**config.mk**
```make
export PLATFORM = sky130hd
export DESIGN_NAME = sw_debounce_capture
export DESIGN_NICKNAME = d
export VERILOG_FILES = /design/src/rtl/sw_debounce_capture.sv
export SDC_FILE = /design/constraint.sdc
export NUM_CORES = 1
export LEC_CHECK = 0
export ABC_CLOCK_PERIOD_IN_PS = 2120
export CELL_PAD_IN_SITES_DETAIL_PLACEMENT = 1
export CELL_PAD_IN_SITES_GLOBAL_PLACEMENT = 1
export CORE_ASPECT_RATIO = 0.6
export CORE_MARGIN = 10
export CORE_UTILIZATION = 35
export CTS_CLUSTER_SIZE = 25
export DETAILED_ROUTE_END_ITERATION = 16
export GPL_ROUTABILITY_DRIVEN = 0
export PLACE_DENSITY_LB_ADDON = 0.08
export SYNTH_ARGS = -nofsm -noshare
export SYNTH_HDL_FRONTEND = slang
export SYNTH_SLANG_ARGS = --single-unit
```
**constraint.sdc**
```tcl
create_clock -name i_clk -period 2.12 [get_ports i_clk]
set_input_delay 0.212 -clock i_clk [delete_from_list [all_inputs] [get_ports i_clk]]
set_output_delay 0.212 -clock i_clk [all_outputs]
set_load 0.1 [all_outputs]
```
**src/rtl/sw_debounce_capture.sv**
```systemverilog
// Debounces a bank of raw board switches on a shared sample tick and captures
// sticky rise/fall event flags with a registered, per-bit-enabled interrupt.
module sw_debounce_capture #(
    parameter int WIDTH        = 16,
    parameter int TICK_DIV     = 100000,
    parameter int STABLE_TICKS = 4
) (
    input  logic             i_clk,
    input  logic             i_rst,
    input  logic [WIDTH-1:0] i_sw,
    input  logic [WIDTH-1:0] i_clr_rise,
    input  logic [WIDTH-1:0] i_clr_fall,
    input  logic [WIDTH-1:0] i_irq_en,
    output logic [WIDTH-1:0] o_state,
    output logic [WIDTH-1:0] o_rise,
    output logic [WIDTH-1:0] o_fall,
    output logic             o_irq
);

    localparam int PW = (TICK_DIV > 1) ? $clog2(TICK_DIV) : 1;
    localparam logic [PW-1:0] PRESC_MAX = PW'(TICK_DIV - 1);
    localparam logic [3:0] CNT_LAST = 4'(STABLE_TICKS - 1);

    logic [WIDTH-1:0] sync1_q, sync1_d;
    logic [WIDTH-1:0] sync2_q, sync2_d;
    logic [PW-1:0]    presc_q, presc_d;
    logic [3:0]       cnt_q [WIDTH];
    logic [3:0]       cnt_d [WIDTH];
    logic [WIDTH-1:0] state_q, state_d;
    logic [WIDTH-1:0] rise_q, rise_d;
    logic [WIDTH-1:0] fall_q, fall_d;
    logic             irq_q, irq_d;
    logic             tick;

    assign tick = (presc_q == PRESC_MAX);

    always_comb begin
        sync1_d = i_sw;
        sync2_d = sync1_q;
        presc_d = tick ? '0 : presc_q + 1'b1;
        state_d = state_q;
        for (int n = 0; n < WIDTH; n++) begin
            cnt_d[n] = cnt_q[n];
            // Any agreement between input and accepted level restarts the count.
            if (sync2_q[n] == state_q[n]) begin
                cnt_d[n] = 4'd0;
            end else if (tick) begin
                if (cnt_q[n] == CNT_LAST) begin
                    state_d[n] = sync2_q[n];
                    cnt_d[n]   = 4'd0;
                end else begin
                    cnt_d[n] = cnt_q[n] + 4'd1;
                end
            end
        end
        // Set wins over a coincident clear.
        rise_d = (rise_q & ~i_clr_rise) | (state_d & ~state_q);
        fall_d = (fall_q & ~i_clr_fall) | (~state_d & state_q);
        irq_d  = |((rise_q | fall_q) & i_irq_en);
    end

    always_ff @(posedge i_clk) begin
        if (i_rst) begin
            sync1_q <= '0;
            sync2_q <= '0;
            presc_q <= '0;
            state_q <= '0;
            rise_q  <= '0;
            fall_q  <= '0;
            irq_q   <= 1'b0;
            for (int n = 0; n < WIDTH; n++) begin
                cnt_q[n] <= 4'd0;
            end
        end else begin
            sync1_q <= sync1_d;
            sync2_q <= sync2_d;
            presc_q <= presc_d;
            state_q <= state_d;
            rise_q  <= rise_d;
            fall_q  <= fall_d;
            irq_q   <= irq_d;
            for (int n = 0; n < WIDTH; n++) begin
                cnt_q[n] <= cnt_d[n];
            end
        end
    end

    assign o_state = state_q;
    assign o_rise  = rise_q;
    assign o_fall  = fall_q;
    assign o_irq   = irq_q;

endmodule

```
Yosys cells after proc, flatten, opt, wreduce, memory -nomap -nowiden
Memories as Yosys holds them, arrays and structs flattened.
Index checks and enable logic that the tools add are counted.

word-level totals
  bits in registers = 98
  latch bits = 0
  bits in writable memories = 64
  bits in read-only memories = 0
  bits of input ports = 66
  output and inout bits = 49
  word-level logic and storage cells = 203
  memories kept = 1

memories
  memory  depth  bits a word  rd ports  clocked after memory_dff  write ports  RTL line  source
  cnt_q   16     4            16        0                         16           27        logic [3:0] cnt_q [WIDTH];

cells by class
  $add $sub $neg = 17
  multiply operators = 0
  divide/modulo/power cells = 0
  magnitude comparators = 0
  equal/unequal tests = 33
  shift operators = 0
  muxes and demuxes = 115
  bitwise operators = 28
  reduce and logical (&&, ||, !) cells = 2

operator list
  operator               count
  $mux 4                 64
  $and 16x16->16         5
  $add 4x1->4 const B    16
  $eq 4x2->1 const B     16
  $not 16->16            4
  $mux 1                 51
  $or 16x16->16          3
  $add 17x1->17 const B  1
  $eq 17x17->1 const B   1
  $eq 1x1->1             16
  $or 1x1->1             16
  $reduce_or 16->1       1
  $reduce_or 2->1        1

Depth between registers and ports, before layout
Gate-level depths: netlist of run 1.

  depth in word-level cells = 7
  depth in mapped cells = 9
  depth with buffers taken out = 5

Worst setup path after synthesis of run 1
No wires, ideal clock.

  kind = reg-to-reg
  from = register presc_q[0]
  to = register fall_q[0] (netlist: o_fall[0])
  setup time = 71 ps
  arrival = 1651 ps
  required time = 2049 ps
  setup slack = 398 ps
  stages on the path, launching flop included = 10
  buffers on the path = 4
  clock period less this slack = 1722 ps
  path through = dfxtp_1 > ha_1 > and4_1 > buf_4 > and4_1 > buf_4 > buf_6 > buf_6 > nand4b_1 > a21oi_1

between the ends
  longest elaborated chain between the ends = 6

RTL lines
  item                    RTL line  source
  from (decl)             26        logic [PW-1:0] presc_q, presc_d;
  from (signal assigned)  77        presc_q <= presc_d;
  $eq 17x17->1            35        assign tick = (presc_q == PRESC_MAX);
  $mux 1                  47        end else if (tick) begin
  $mux 1                  45        if (sync2_q[n] == state_q[n]) begin
  $not 16->16             58        fall_d = (fall_q & ~i_clr_fall) | (~state_d & state_q);
  $and 16x16->16          58
  $or 16x16->16           58
  to (signal assigned)    80        fall_q <= fall_d;
  to (decl)               31        logic [WIDTH-1:0] fall_q, fall_d;

Every way passes these cells.
A chain may end at the register's enable or synchronous reset.

==> metrics.md, run 1 <==
| Metric | Value |
|---|---|
| Row cnt | `39` |
| Worst Reg-to-Reg Cells | `6` |
| Fin Clk Skew | `approximately 0.012 ns` |
| Vias per inst | `5.183` |
| Clock buffers created by TritonCTS | `17` |
| Fin. Hold Viols | `0` |
| Antenna violations before repair | `2` |
| Reg-to-reg setup timing slack | `0.14 ns` |
| Final ANT Viol Nets | `0` |
| Achievable Freq | `0.5045 GHz` |
| Worst slew pin tran | `0.5481 ns` |
| Max_slew headroom | `63.18%` |
| Core box area | `0.01903 mm2` |
| Io pins | `115` |
| Inst Count DP | `1065` |
| Die Height | `between 100 and 150 um` |
| Final Slew Violations | `0` |
| Tot Pwr | `6.472 mW` |
| CTS max path bufs | `2` |
| PD cells | `746.3 mW/mm2` |
| H-tree levels | `4` |
| Maximum VDD drop | `0.5536 mV` |
| Synth top area cells | `dfxtp_1 48%, a21oi_1 7.2%, nand4b_1 6.2%` |
| Final TNS setup | `0 ns` |
| Hold slack final | `around 0.16 ns` |
| Clock Latency Late Sink | `between 0.4 and 0.5 ns` |
| Fraction of registers with async set/reset | `0%` |
| Syn_nets | `approximately 810` |
| Root Buffer | `clkbuf_16` |
| CTS clk-pin slew, worst paths | `0.07 ns` |
| MaxCap Viol Count | `0` |
| Yosys top cell area share | `between 40% and 50%` |
| Syn. warnings | `0` |
| DRT iter0 DRCs | `259` |
| Leak Pwr | `3.016 nW` |
| Drt first pass iters | `4` |
| Clk sinks | `162` |
| EDFF count, synth | `0` |
| Synth area leader | `dfxtp_1` |
| Port Buffers | `about 110` |
| Setup Crit Path Kind | `flop to flop` |
| Yosys reg bits | `162` |
| Mapped Cells | `roughly 730` |
| Layout area overhead | `27.53%` |
| Layout cells sized above 1 | `around an eighth` |
| Worst hold path type | `input pin to flop` |
| Die footprint | `0.02559 mm2` |
| Mapped Area | `roughly 0.0068 mm2` |
| Top cells by count, synth | `162 x dfxtp_1, 98 x a21oi_1, 50 x o21ai_0, 49 x nand2b_1, 48 x nand4b_1` |
| Via Count | `around 5700` |
| R2r startpoint | `presc_q[0]` |
| Pre-CTS setup slack | `0.09342 ns` |
| Vias in the first global route | `5826` |
| CP arrival | `2.34 ns` |
| Synth Flop Type | `dfxtp_1` |
| Fillers | `2152` |
| Crit-path max FO | `36` |
| Number of distinct library cells after synthesis | `28` |
| HPWL after DPL | `roughly 14 mm` |
| Fin area | `0.008672 mm2` |
| GRT overflow | `0` |
| Most common cell in the netlist | `dfxtp_1` |
| Cell Area, Placed | `0.008058 mm2` |
| Avg Synthesized Cell Area | `between 9 and 10 um2` |
| Hold Path Sink | `sync2_q[6]` |
| Non-Filler Instances | `1099` |
| Req. time, crit path | `2.48 ns` |
| Status | `completed` |
| Post-layout util | `a little under half` |
| Initial core utilization | `35.73%` |
| CTS tree | `built` |
| Die X | `~200 um` |
| Worst Min Path Start | `i_rst` |
| Routed Wire Length | `19.28 mm` |
| FF-to-FF End | `cnt_q[1][23]` |
| CTS Hold Bufs | `0` |
| Min-Delay Path Depth | `2` |
| Final-report setup violation count | `0` |
| Fin worst setup slack | `0.1379 ns` |
| Crit path time final | `1.982 ns` |
| CP Launch Type | `flop` |
| Crit end category | `flop` |
| GRT Total Usage | `15.10%` |
| Sequential-to-total area share from yosys stat | `47.69%` |
| Largest net degree at the start of global routing | `between 40 and 50` |
| Final worst-path cycle share | `between 90 and 100%` |
| RSZ-0062 raised after global routing | `false` |
| Layout Nets | `921` |
| DRC | `0` |
| First-pass GRT wire length | `30.58 mm` |
| Routed WL per cell | `about 18 um` |
repair_timing:
| item | CTS | global route |
|---|---|---|
| endpoints found under the setup margin | 0 | 30 |
| buffers inserted | 0 | 0 |
| gates resized for setup | 0 | 3 |
cell usage in the layout (no fill, tap or decap), types with 2 or more instances in the layout:
cell             synthesis  final
dfxtp_1                162    162
and4bb_2                 2      2
nand3_1                 37     37
nor2b_1                 32     32
buf_4                    5     57
a21oi_1                 98     98
nor3_1                  16     16
a211oi_1                16     16
bufinv_16                0      2
nand4b_1                48     48
clkbuf_8                 0      3
buf_12                   0      4
clkdlybuf4s50_1          0     64
clkinv_4                 0      2
nand4_1                 10     10
nand2_1                 35     35
inv_1                   17     17
xor2_1                  28     28
diode_2                  0      3
ha_1                    17     17
nor2_1                  16     16
o21ai_0                 50     50
nand2b_1                49     49
xnor2_1                 17     17
and4_1                   5      3
or3_1                   18     18
o41ai_1                 16     15
inv_6                    0      3
clkbuf_16                0     17
clkinvlp_4               0      2
worst max-delay path, cell delays in order, from the launching register on:
cell and delay (ns):
dfxtp_1 0.37, ha_1 0.22, and4_2 0.36, nand4_4 0.11
buf_4 0.27, or3_1 0.38, a21oi_1 0.18
layer usage:
layer | track usage, % | part of all wire (%) | vias to the layer above
li1 | - | - | 2844
met1 | 19.72 | 50 | 2760
met2 | 22.80 | 44 | 79
met3 | 5.349 | 5.0 | 13
met4 | 4.699 | 1.1 | 0
met5 | 0 | 0 | -
state kept, by name, summed over array words and instances (netlist names):
register	flops
o_rise	16
sync1_q	16
o_state	16
presc_q	17
sync2_q	16
o_fall	16
cnt_q	64
o_irq	1
cell type report:
cell class / instances / area (um2) / share of cell area (%)
Tap cell: 246 / 307.8 / 3.549
Antenna cell: 3 / 7.507 / 0.08657
Timing Repair Buffer: 126 / 1160 / 13.37
Inverter: 17 / 63.81 / 0.7358
Clock inverter: 10 / 123.9 / 1.428
Clock buffer: 21 / 470.5 / 5.425
Sequential cell: 162 / 3243 / 37.40
Multi-Input combinational cell: 514 / 3296 / 38.00
power breakdown:
group	internal (mW)	leakage [nW]	switching, mW	total [mW]
Combinational	0.154	1.42	0.0744	0.229
Sequential	3.08	1.31	0.0232	3.10
Clock	1.84	0.287	1.31	3.14
Total	5.07	3.02	1.41	6.47
worst max-delay path by stage:
stage / start / endpoint / slack [ns] / cells after the start
after CTS: presc_q[0] / cnt_q[1][23] / 0.08 / 6
after global routing: presc_q[0] / cnt_q[0][31] / 0.01 / 6
after global placement: presc_q[0] / cnt_q[1][3] / 0.20 / 6
final: presc_q[0] / cnt_q[1][23] / 0.14 / 6
after detailed placement: presc_q[0] / cnt_q[0][15] / 0.09 / 6
after floorplan: presc_q[0] / o_fall[0] / 0.40 / 9
cell families after synthesis:
logic type	count (synthesis)	share of synthesized area, %
AO/OA/AOI/OAI	180	14.72
flip-flops	162	47.69
XOR/XNOR	45	5.796
buffers and inverters	52	4.011
adder cells (fa/ha/maj)	17	3.128
AND/OR/NAND/NOR	272	24.66
No activity file was read; power rests on OpenSTA's default activity.
==> inputs of run 2 (changes only) <==
--- a/config.mk
+++ b/config.mk
@@ -7,8 +7,9 @@
 export LEC_CHECK = 0
 export ABC_CLOCK_PERIOD_IN_PS = 2120
+export CAP_MARGIN = 15
 export CELL_PAD_IN_SITES_DETAIL_PLACEMENT = 1
 export CELL_PAD_IN_SITES_GLOBAL_PLACEMENT = 1
 export CORE_ASPECT_RATIO = 0.6
-export CORE_MARGIN = 10
+export CORE_MARGIN = 4
 export CORE_UTILIZATION = 35
 export CTS_CLUSTER_SIZE = 25
==> constraint.sdc (replaced) <==
create_clock -name i_clk -period 2.12 [get_ports i_clk]
set_input_delay 0.318 -clock i_clk [delete_from_list [all_inputs] [get_ports i_clk]]
set_output_delay 0.318 -clock i_clk [all_outputs]
set_load 0.1 [all_outputs]
==> run 2 against run 1 <==
Effect of this change:
- power decreased by 1.2%
- worst hold slack better by 0.13 ns
- clock power down 3%
- cell area is 0.29% lower
- clock skew shrank 0.0056 ns
- count of clock-buffer cells in the layout down 2
- via count barely moved
- first-iteration DRC count up 3.5%
- worst setup slack improved by 0.042 ns
- combinational power increased by 2%
- critical path type unchanged
- largest cell class unchanged
- largest power group is now registers
==> metrics.md, run 2 (same netlist as run 1, synthesis figures left out) <==
| Metric | Value |
|---|---|
| Worst Min Path Start | `i_rst (unchanged)` |
| Die footprint | `0.02180 mm2 (was 0.02559 mm2)` |
| Clk sinks | `162 (unchanged)` |
| First-pass GRT wire length | `30.34 mm (was 30.58 mm)` |
| N_diodes | `0 (was 3)` |
| Final ANT Viol Nets | `0 (unchanged)` |
| Core box area | `0.01903 mm2 (unchanged)` |
| Slowest cell on the critical path | `dfxtp_1 (was or3_1)` |
| Antenna violations before repair | `5 (was 2)` |
| Fin Clk Skew | `0.006575 ns (was 0.01220 ns)` |
| CTS max path bufs | `2 (unchanged)` |
| Fin. Hold Viols | `0 (unchanged)` |
| Inst Count DP | `1064 (was 1065)` |
| GRT Total Usage | `17.31% (was 15.10%)` |
| RSZ-0062 raised after global routing | `false (unchanged)` |
| Row cnt | `39 (unchanged)` |
| Req. time, crit path | `2.48 ns (about the same)` |
| Reg with most FFs | `cnt_q (unchanged)` |
| Wire length on met3 | `956 um (was 972 um)` |
| Crit end category | `flop (unchanged)` |
| Die Height | `116.0 um (was 128.0 um)` |
| Final-report setup violation count | `0 (unchanged)` |
| DRT iter0 DRCs | `268 (was 259)` |
| R2r startpoint | `presc_q[0] (unchanged)` |
| Layout Nets | `920 (was 921)` |
| H-tree levels | `4 (unchanged)` |
| Reg-to-reg setup timing slack | `0.18 ns (was 0.14 ns)` |
| Vias per inst | `5.197 (was 5.183)` |
| Non-Filler Instances | `1095 (was 1099)` |
| Critical path buffers and inverters | `1 (unchanged)` |
| PD cells | `739.6 mW/mm2 (was 746.3 mW/mm2)` |
| Clock buffers created by TritonCTS | `17 (unchanged)` |
| Port Buffers | `114 (unchanged)` |
| GRT overflow | `0 (unchanged)` |
| Min-Delay Path Depth | `2 (unchanged)` |
| Io pins | `115 (unchanged)` |
| Maximum VDD drop | `0.6141 mV (was 0.5536 mV)` |
| Via Count | `5691 (was 5696)` |
| Drt first pass iters | `4 (unchanged)` |
| Met2 Wirelength | `7.655 mm (was 8.445 mm)` |
| FF-to-FF End | `o_rise[3] (was cnt_q[1][23])` |
| Routed WL per cell | `16.78 um (was 17.54 um)` |
| Clock Latency Late Sink | `0.42 ns (was 0.44 ns)` |
| Final worst-path cycle share | `91.51% (was 93.49%)` |
| Max_slew headroom | `60.33% (was 63.18%)` |
| Crit-path max FO | `49 (was 36)` |
| Setup Crit Path Kind | `flop to flop (unchanged)` |
| Pre-CTS setup slack | `0.1314 ns (was 0.09342 ns)` |
| Number of flip-flops in the largest register | `64 (unchanged)` |
| Vias in the first global route | `5853 (was 5826)` |
| Worst slew pin tran | `0.5905 ns (was 0.5481 ns)` |
| Cell family with most CP delay | `simple AND/OR/NAND/NOR gates (unchanged)` |
| Final Slew Violations | `0 (unchanged)` |
| Layout cells sized above 1 | `11.54% (was 11.65%)` |
| Worst hold path type | `input pin to flop (unchanged)` |
| Initial core utilization | `35.73% (unchanged)` |
| CTS clk-pin slew, worst paths | `0.07 ns (about the same)` |
| Tot Pwr | `6.396 mW (was 6.472 mW)` |
| HPWL after DPL | `13.18 mm (was 14.08 mm)` |
| Worst path cell trace | `ha_1 -> and4_2 -> and4_4 -> buf_12 -> nand4b_1 -> a21oi_1 (was ha_1 -> and4_2 -> nand4_4 -> buf_4 -> or3_1 -> a21oi_1)` |
| Worst Reg-to-Reg Cells | `6 (unchanged)` |
| CP startpoint | `presc_q[0] (unchanged)` |
| Fin worst setup slack | `0.1800 ns (was 0.1379 ns)` |
| Biggest regs | `cnt_q (64), presc_q (17) (unchanged)` |
| Hold slack final | `0.2935 ns (was 0.1643 ns)` |
| Crit path time final | `1.940 ns (was 1.982 ns)` |
| Fin area | `0.008647 mm2 (was 0.008672 mm2)` |
| Setup Fix Bufs, Post-CTS | `0 (unchanged)` |
| DRC | `0 (unchanged)` |
| Wl on met1 | `9.468 mm (was 9.650 mm)` |
| Die X | `188.0 um (was 200.0 um)` |
| CP arrival | `2.30 ns (was 2.34 ns)` |
| Cell Area, Placed | `0.008050 mm2 (was 0.008058 mm2)` |
| Root Buffer | `clkbuf_16 (unchanged)` |
| Commonest cells after routing, fill and taps aside | `162 x dfxtp_1, 98 x a21oi_1, 64 x clkdlybuf4s50_1, 57 x buf_4, 50 x o21ai_0 (unchanged)` |
| Final TNS setup | `0 ns (unchanged)` |
| Achievable Freq | `0.5155 GHz (was 0.5045 GHz)` |
| Hold Path Sink | `sync1_q[8] (was sync2_q[6])` |
| Status | `completed (unchanged)` |
| Layout area overhead | `27.16% (was 27.53%)` |
| MaxCap Viol Count | `0 (unchanged)` |
| Highest Signal Layer | `met5 (was met4)` |
| Post-layout util | `45.44% (was 45.57%)` |
| CP Launch Type | `flop (unchanged)` |
| Routed Wire Length | `18.37 mm (was 19.28 mm)` |
| CTS tree | `built (unchanged)` |
| Largest net degree at the start of global routing | `82 (was 46)` |
| Leak Pwr | `3.019 nW (was 3.016 nW)` |
| Biggest cell delay along the critical path | `0.37 ns (was 0.38 ns)` |
| Most common cell after layout, fill and taps aside | `dfxtp_1 (unchanged)` |
| CTS Hold Bufs | `0 (unchanged)` |
==> run 2: area by class of cell <==
| cell class | instances | area (um2) |
|---|---|---|
| clock inverters | 12 | 135.1 |
| flip-flops and latches | 162 | 3243 |
| well taps | 246 | 307.8 |
| repair buffers | 125 | 1156 |
| fillers | 2155 | 10380 |
| clock buffers | 19 | 452.9 |
| inverters | 17 | 63.81 |
| multi-input cells | 514 | 3288 |
==> run 2: repair_timing <==
action | CTS | global route
setup endpoints to repair | 0 | 26
endpoints found under the hold margin | 0 | 0
gates resized for setup | 0 | 2
==> run 2: where the power goes <==
group | switching (mW) | total [mW] | internal (mW)
Clock | 1.27 | 3.06 | 1.79
Sequential | 0.0222 | 3.10 | 3.08
Combinational | 0.0782 | 0.234 | 0.156
Total | 1.37 | 6.40 | 5.03
==> run 2: how the worst max path moves through the flow <==
stage / to / slack [ns] / cells after the start
3_3_place_gp: o_fall[7] / 0.25 / 6
2_1_floorplan: o_fall[0] / 0.40 / 9
4_1_cts: o_rise[11] / 0.11 / 6
3_5_place_dp: cnt_q[0][0] / 0.13 / 6
6_report: o_rise[3] / 0.18 / 6
5_1_grt: o_rise[11] / 0.006 / 6
==> run 2: routing by layer <==
metal / track usage (%) / up-vias
met1: 24.16 / 2711
met2: 25.67 / 111
li1: - / 2837
met5: 0 / -
met3: 5.418 / 26
met4: 5.572 / 6
==> inputs of run 3 (changes only) <==
Settings changed: SKIP_CTS_REPAIR_TIMING set to 1, TNS_END_PERCENT set to 5.
==> results of run 3 <==
Same layout as run 2: the final DEF is identical, and so are final timing and power.
==> variant 1 (flow settings as in run 2) <==
Set the parameter `WIDTH` to 8 (it was 16).
--- a/src/rtl/sw_debounce_capture.sv
+++ b/src/rtl/sw_debounce_capture.sv
@@ -1,7 +1,7 @@
 // Debounces a bank of raw board switches on a shared sample tick and captures
 // sticky rise/fall event flags with a registered, per-bit-enabled interrupt.
 module sw_debounce_capture #(
-    parameter int WIDTH        = 16,
+    parameter int WIDTH        = 8,
     parameter int TICK_DIV     = 100000,
     parameter int STABLE_TICKS = 4
 ) (
Interface: changed (7 resized); port bits go from 115 to 59. No check against the original RTL was run, so the function may have changed too.
==> variant 1 against run 2 <==
  * The flow now finishes with violations (negative setup slack)
  * Clock skew about the same
  * First-iteration DRC count down 60%
  * Non-clock buffer count down 29
  * Area after synthesis down 44%
  * Critical path depth down 1
  * Wire length down 43%
  * Combinational power down 37%
  * Final area down 39%
  * Fmax down 12%
  * Clock power down 43%
  * Worst hold slack better by 0.13 ns
  * Power down 44%
  * Sequential cell count down 72
  * Worst setup slack worse by 0.27 ns
  * Critical endpoint is now cnt_q[1][8]$_SDFFE_PP0N_
==> variant 1: results (changes against run 2) <==
* Status: finished, violations left
* Failing checks: negative setup slack
* Post-route setup slack at -0.0925 ns (-0.273 ns)
* Vias in the first global route at 3,472 (-41%)
* WL met1 at 5100 µm (-46%)
* Final Setup Violations at 18 (+18)
* DP Wirelength at 7280 µm (-45%)
* Layout cell share with drive strength beyond 1 at 21.2% (+9.6 points)
* Synth unique cells at 32 (+14%)
* Pre-CTS setup slack at -0.0607 ns (-0.192 ns)
* GRT Total Usage at 16.6% (-0.67 points)
* Largest net degree at the start of global routing at 39 (-52%)
* Routed wl met2 at 4900 µm (-36%)
* Resized cells post-CTS at 13 (+13)
* Post-Synth XOR/XNOR Area at 2.77% (-3.0 points)
* Post-Synth Adder-Cell Area at 2.96% (-0.16 points)
* Syn nets at 491 (-39%)
* Nets@finish at 578 (-37%)
* Main area contributors after synthesis: dfxtp_1 (47%), a21oi_1 (5.7%), nand2_1 (5.1%)
* Worst Path Max Fanout at 38 (-22%)
* Placed insts at 654 (-39%)
* Sw Share at 20.0% (-1.4 points)
* Antenna violations before repair at 0 (-5)
* Max incr delay on CP at 0.57 ns (+0.20 ns)
* Count of input and output buffers at 58 (-49%)
* Top Registers: cnt_q (32), presc_q (17)
* Relative slew slack at 60.8% (+0.44 points)
* Clock Latency Late Sink at 0.34 ns (-0.08 ns)
* Dpl cell area at 4660 µm² (-42%)
* Top Layer Used: met4
* Leakage dissipation at 1.84 nW (-39%)
* Setup_tns at -0.999 ns (-0.999 ns)
* Maximum vdd ir drop at 0.000419 V (-32%)
* Vias/cell at 5.10 (-1.9%)
-- variant 1: cell count changes in the layout (fill, tap and decap cells not counted), sizes merged, moves of 17 or more --
cell           delta
nor2             +17
nand4b           -39
dfxtp            -72
a21oi            -55
xor2             -23
clkdlybuf4s50    -32
nand2b           -33
nand2            +17
-- variant 1: power by group through the flow --
stage,Sequential [mW],Combinational (mW),Clock (mW)
after floorplan,1.76,0.0553,0
after global placement,1.76,0.143,0
after detailed placement,1.76,0.146,0
after CTS,1.72,0.147,1.79
after global routing,1.72,0.162,1.86
final,1.72,0.147,1.74
-- variant 1: logic make-up after synthesis --
kind of cell             after synthesis
XOR/XNOR                              12
buffers and inverters                 38
flip-flops                            90
AND/OR/NAND/NOR                      197
AO/OA/AOI/OAI                        102
adder cells (fa/ha/maj)                9
-- variant 1: cell type report --
type	instances	area, µm²
clock inverter	4	75.1
tap	139	174
timing repair buffer	96	890
fill	1229	5360
sequential	90	1800
inverter	18	67.6
multi-input combinational	320	1970
clock buffer	11	253
-- variant 1: worst paths after layout --
path              cells after the start                    from  slack [ns]                  endpoint
setup reg to reg                      5  presc_q[14]$_SDFF_PP0_       -0.09  cnt_q[1][8]$_SDFFE_PP0N_
setup / recovery                      5  presc_q[14]$_SDFF_PP0_       -0.09  cnt_q[1][8]$_SDFFE_PP0N_
hold / removal                        2                   i_rst        0.42          o_irq$_SDFF_PP0_
hold reg to reg                       1   sync1_q[4]$_SDFF_PP0_        0.44     sync2_q[4]$_SDFF_PP0_
-- variant 1: routing by layer --
| layer | up-vias | global-route usage (%) |
|---|---|---|
| li1 | 1732 | - |
| met2 | 31 | 28.8 |
| met5 | - | 0 |
| met1 | 1684 | 20.8 |
| met4 | 0 | 4.49 |
| met3 | 10 | 4.43 |
==> variant 2 (flow settings as in run 2) <==
Made on the original files. Reset style: asynchronous (`i_rst`), changed in one clocked block.
--- a/src/rtl/sw_debounce_capture.sv
+++ b/src/rtl/sw_debounce_capture.sv
@@ -59,7 +59,7 @@
         irq_d  = |((rise_q | fall_q) & i_irq_en);
     end
 
-    always_ff @(posedge i_clk) begin
+    always_ff @(posedge i_clk or posedge i_rst) begin
         if (i_rst) begin
             sync1_q <= '0;
             sync2_q <= '0;
Behaviour: no difference found for any inputs over 10 cycles, from zero or initial values and one cycle with i_rst high; that may be too few to reach the edited logic, so the function may still have changed.
==> variant 2 against run 2 <==
  * Count of clock-buffer cells in the layout unchanged
  * Synthesized cell count decreased by 9.9%
  * Die area increased by 5.7%
  * Worst setup slack got worse by 0.023 ns
  * Sequential cell count unchanged
  * Power increased by 4.3%
  * Final area increased by 7.5%
  * Sequential power increased by 1%
  * Final cell count decreased by 2.0%
  * Wire length decreased by 0.35%
  * Non-clock buffer count increased by 3
  * Area after synthesis increased by 6.0%
  * Via count decreased by 5.7%
  * Critical endpoint is now o_rise[13]$_DFF_PP0_
==> variant 2: results (changes against run 2) <==
* Dominant synthesized flop cell: dfrtp_1
* Worst Path Max Fanout at 17 (-65%)
* Drt initial violations at 207 (-23%)
* Setup slack, reg-to-reg at 0.16 ns (-0.02 ns)
* Cell count after synthesis at 656 (-9.9%)
* Syn nets at 739 (-8.9%)
* CTS Root Cell: clkbuf_16
* Crit path DAT at 2.28 ns (-0.02 ns)
* Capturing point of the worst reg2reg path: o_rise[13]$_DFF_PP0_
* DP Wirelength at 13,300 µm (+1.2%)
* Largest net degree at the start of global routing at 50 (-39%)
* Dpl cell area at 8680 µm² (+7.8%)
* Final WL at 18,300 µm (-0.35%)
* Status: complete, no violations
* Drt wl/cell at 17.1 µm (+1.7%)
* First-pass DRT Iterations at 4 (unchanged)
* Asr flop ratio synth at 100% (+100 points)
* Measured slew at the worst slew-check pin at 0.609 ns (+0.0189 ns)
* Clock Latency Late Sink at 0.43 ns
* Sequential fraction of the synthesis area at 56.2% (+8.5 points)
* Highest clock rate at 509 MHz (-1.2%)
* Hold Path Stages at 1 (-1)
* Final hold slack at 0.331 ns (+0.0378 ns)
* Wire length of the first global-routing pass at 31,100 µm (+2.4%)
* Vias in the first global route at 6,014 (+2.8%)
* GRT Total Usage at 16.6% (-0.75 points)
* Max reg flops at 64 (unchanged)
* Worst Hold Endpoint: sync1_q[8]$_DFF_PP0_
* Main area contributors after synthesis: dfrtp_1 (56%), a21oi_1 (4.5%), o32ai_2 (4.5%)
* Leakage dissipation at 4.23 nW (+40%)
* Hold_sp: i_sw[8]
* Nets@finish at 870 (-5.4%)
* Layout cell share with drive strength beyond 1 at 16.4% (+4.8 points)
* Synth unique cells at 32 (+14%)
* Layout Skew at 0.00763 ns (+0.00106 ns)
* Yosys warns at 0 (unchanged)
* Placed insts at 1,041 (-2.2%)
* Maximum vdd ir drop at 0.000573 V (-6.7%)
* Count of input and output buffers at 114 (unchanged)
* Pre-CTS setup slack at 0.0635 ns (-0.0678 ns)
* Synth cell count leaders: dfrtp_1 (162), inv_1 (84), a21oi_1 (65)
* R2r startpoint: presc_q[0]$_DFF_PP0_
* Antenna violations before repair at 0 (-5)
* Routed via count at 5,364 (-5.7%)
[variant 2: cell types whose count changed in the layout (fill, tap and decap cells not counted), moves of 32 or more]
cell | before | now
dfxtp_1 | 162 | 0
nor2b_1 | 32 | 0
nand4b_1 | 48 | 16
a21oi_1 | 98 | 65
dfrtp_1 | 0 | 162
inv_1 | 17 | 83
nand2b_1 | 49 | 0
[variant 2: final cells by class]
cell class / instances / area [µm²]
Timing Repair Buffer: 128 / 1230
Tap cell: 273 / 342
Multi-Input combinational cell: 394 / 2740
Clock buffer: 19 / 433
Fill cell: 2173 / 10800
Sequential cell: 162 / 4050
Inverter: 84 / 319
Clock inverter: 13 / 185
[variant 2: where the power goes]
| group | switching (mW) | internal [mW] | total (mW) |
|---|---|---|---|
| Clock | 1.29 | 1.97 | 3.26 |
| Combinational | 0.123 | 0.144 | 0.267 |
| Sequential | 0.0223 | 3.12 | 3.14 |
| Total | 1.43 | 5.24 | 6.67 |
[variant 2: kinds of logic (layout without fill, tap and decap cells)]
kind of cell / count (synthesis) / count (layout) / share of synthesized area (%)
multiplexers: 18 / 18 / 2.50
adder cells (fa/ha/maj): 17 / 17 / 2.95
buffers and inverters: 100 / 244 / 5.80
AND/OR/NAND/NOR: 185 / 185 / 15.2
AO/OA/AOI/OAI: 146 / 146 / 13.9
flip-flops: 162 / 162 / 56.2
XOR/XNOR: 28 / 28 / 3.40
[variant 2: critical path, cell delays in order, from the launching register on]
cell and delay, ns:
dfrtp_1 0.38, ha_1 0.22, and4_1 0.30, and4_2 0.32, buf_6 0.27, nand2_4 0.09
o32ai_1 0.27
[variant 2: worst max path at each step]
stage	start	to	depth (start not counted)
after floorplan	i_rst	cnt_q[0]$_DFFE_PP0P_	1
after global routing	presc_q[0]$_DFF_PP0_	o_fall[1]$_DFF_PP0_	6
after detailed placement	presc_q[0]$_DFF_PP0_	o_rise[13]$_DFF_PP0_	6
final	presc_q[0]$_DFF_PP0_	o_rise[13]$_DFF_PP0_	6
after global placement	presc_q[0]$_DFF_PP0_	o_fall[13]$_DFF_PP0_	6
after CTS	presc_q[0]$_DFF_PP0_	o_rise[13]$_DFF_PP0_	6
[variant 2: timing repair]
item | CTS | global route
endpoints found under the hold margin | 0 | 0
hold buffers | 0 | 0
setup endpoints to repair | 0 | 2
buffers inserted | 0 | 0
resized for setup | 0 | 1
[variant 2: routing by layer]
layer	wire length (µm)	vias to the layer above	global-route usage (%)
li1	-	2554	-
met1	9320	2692	23.5
met2	8040	103	25.4
met3	785	15	4.72
met4	164	0	3.71
met5	0	-	0
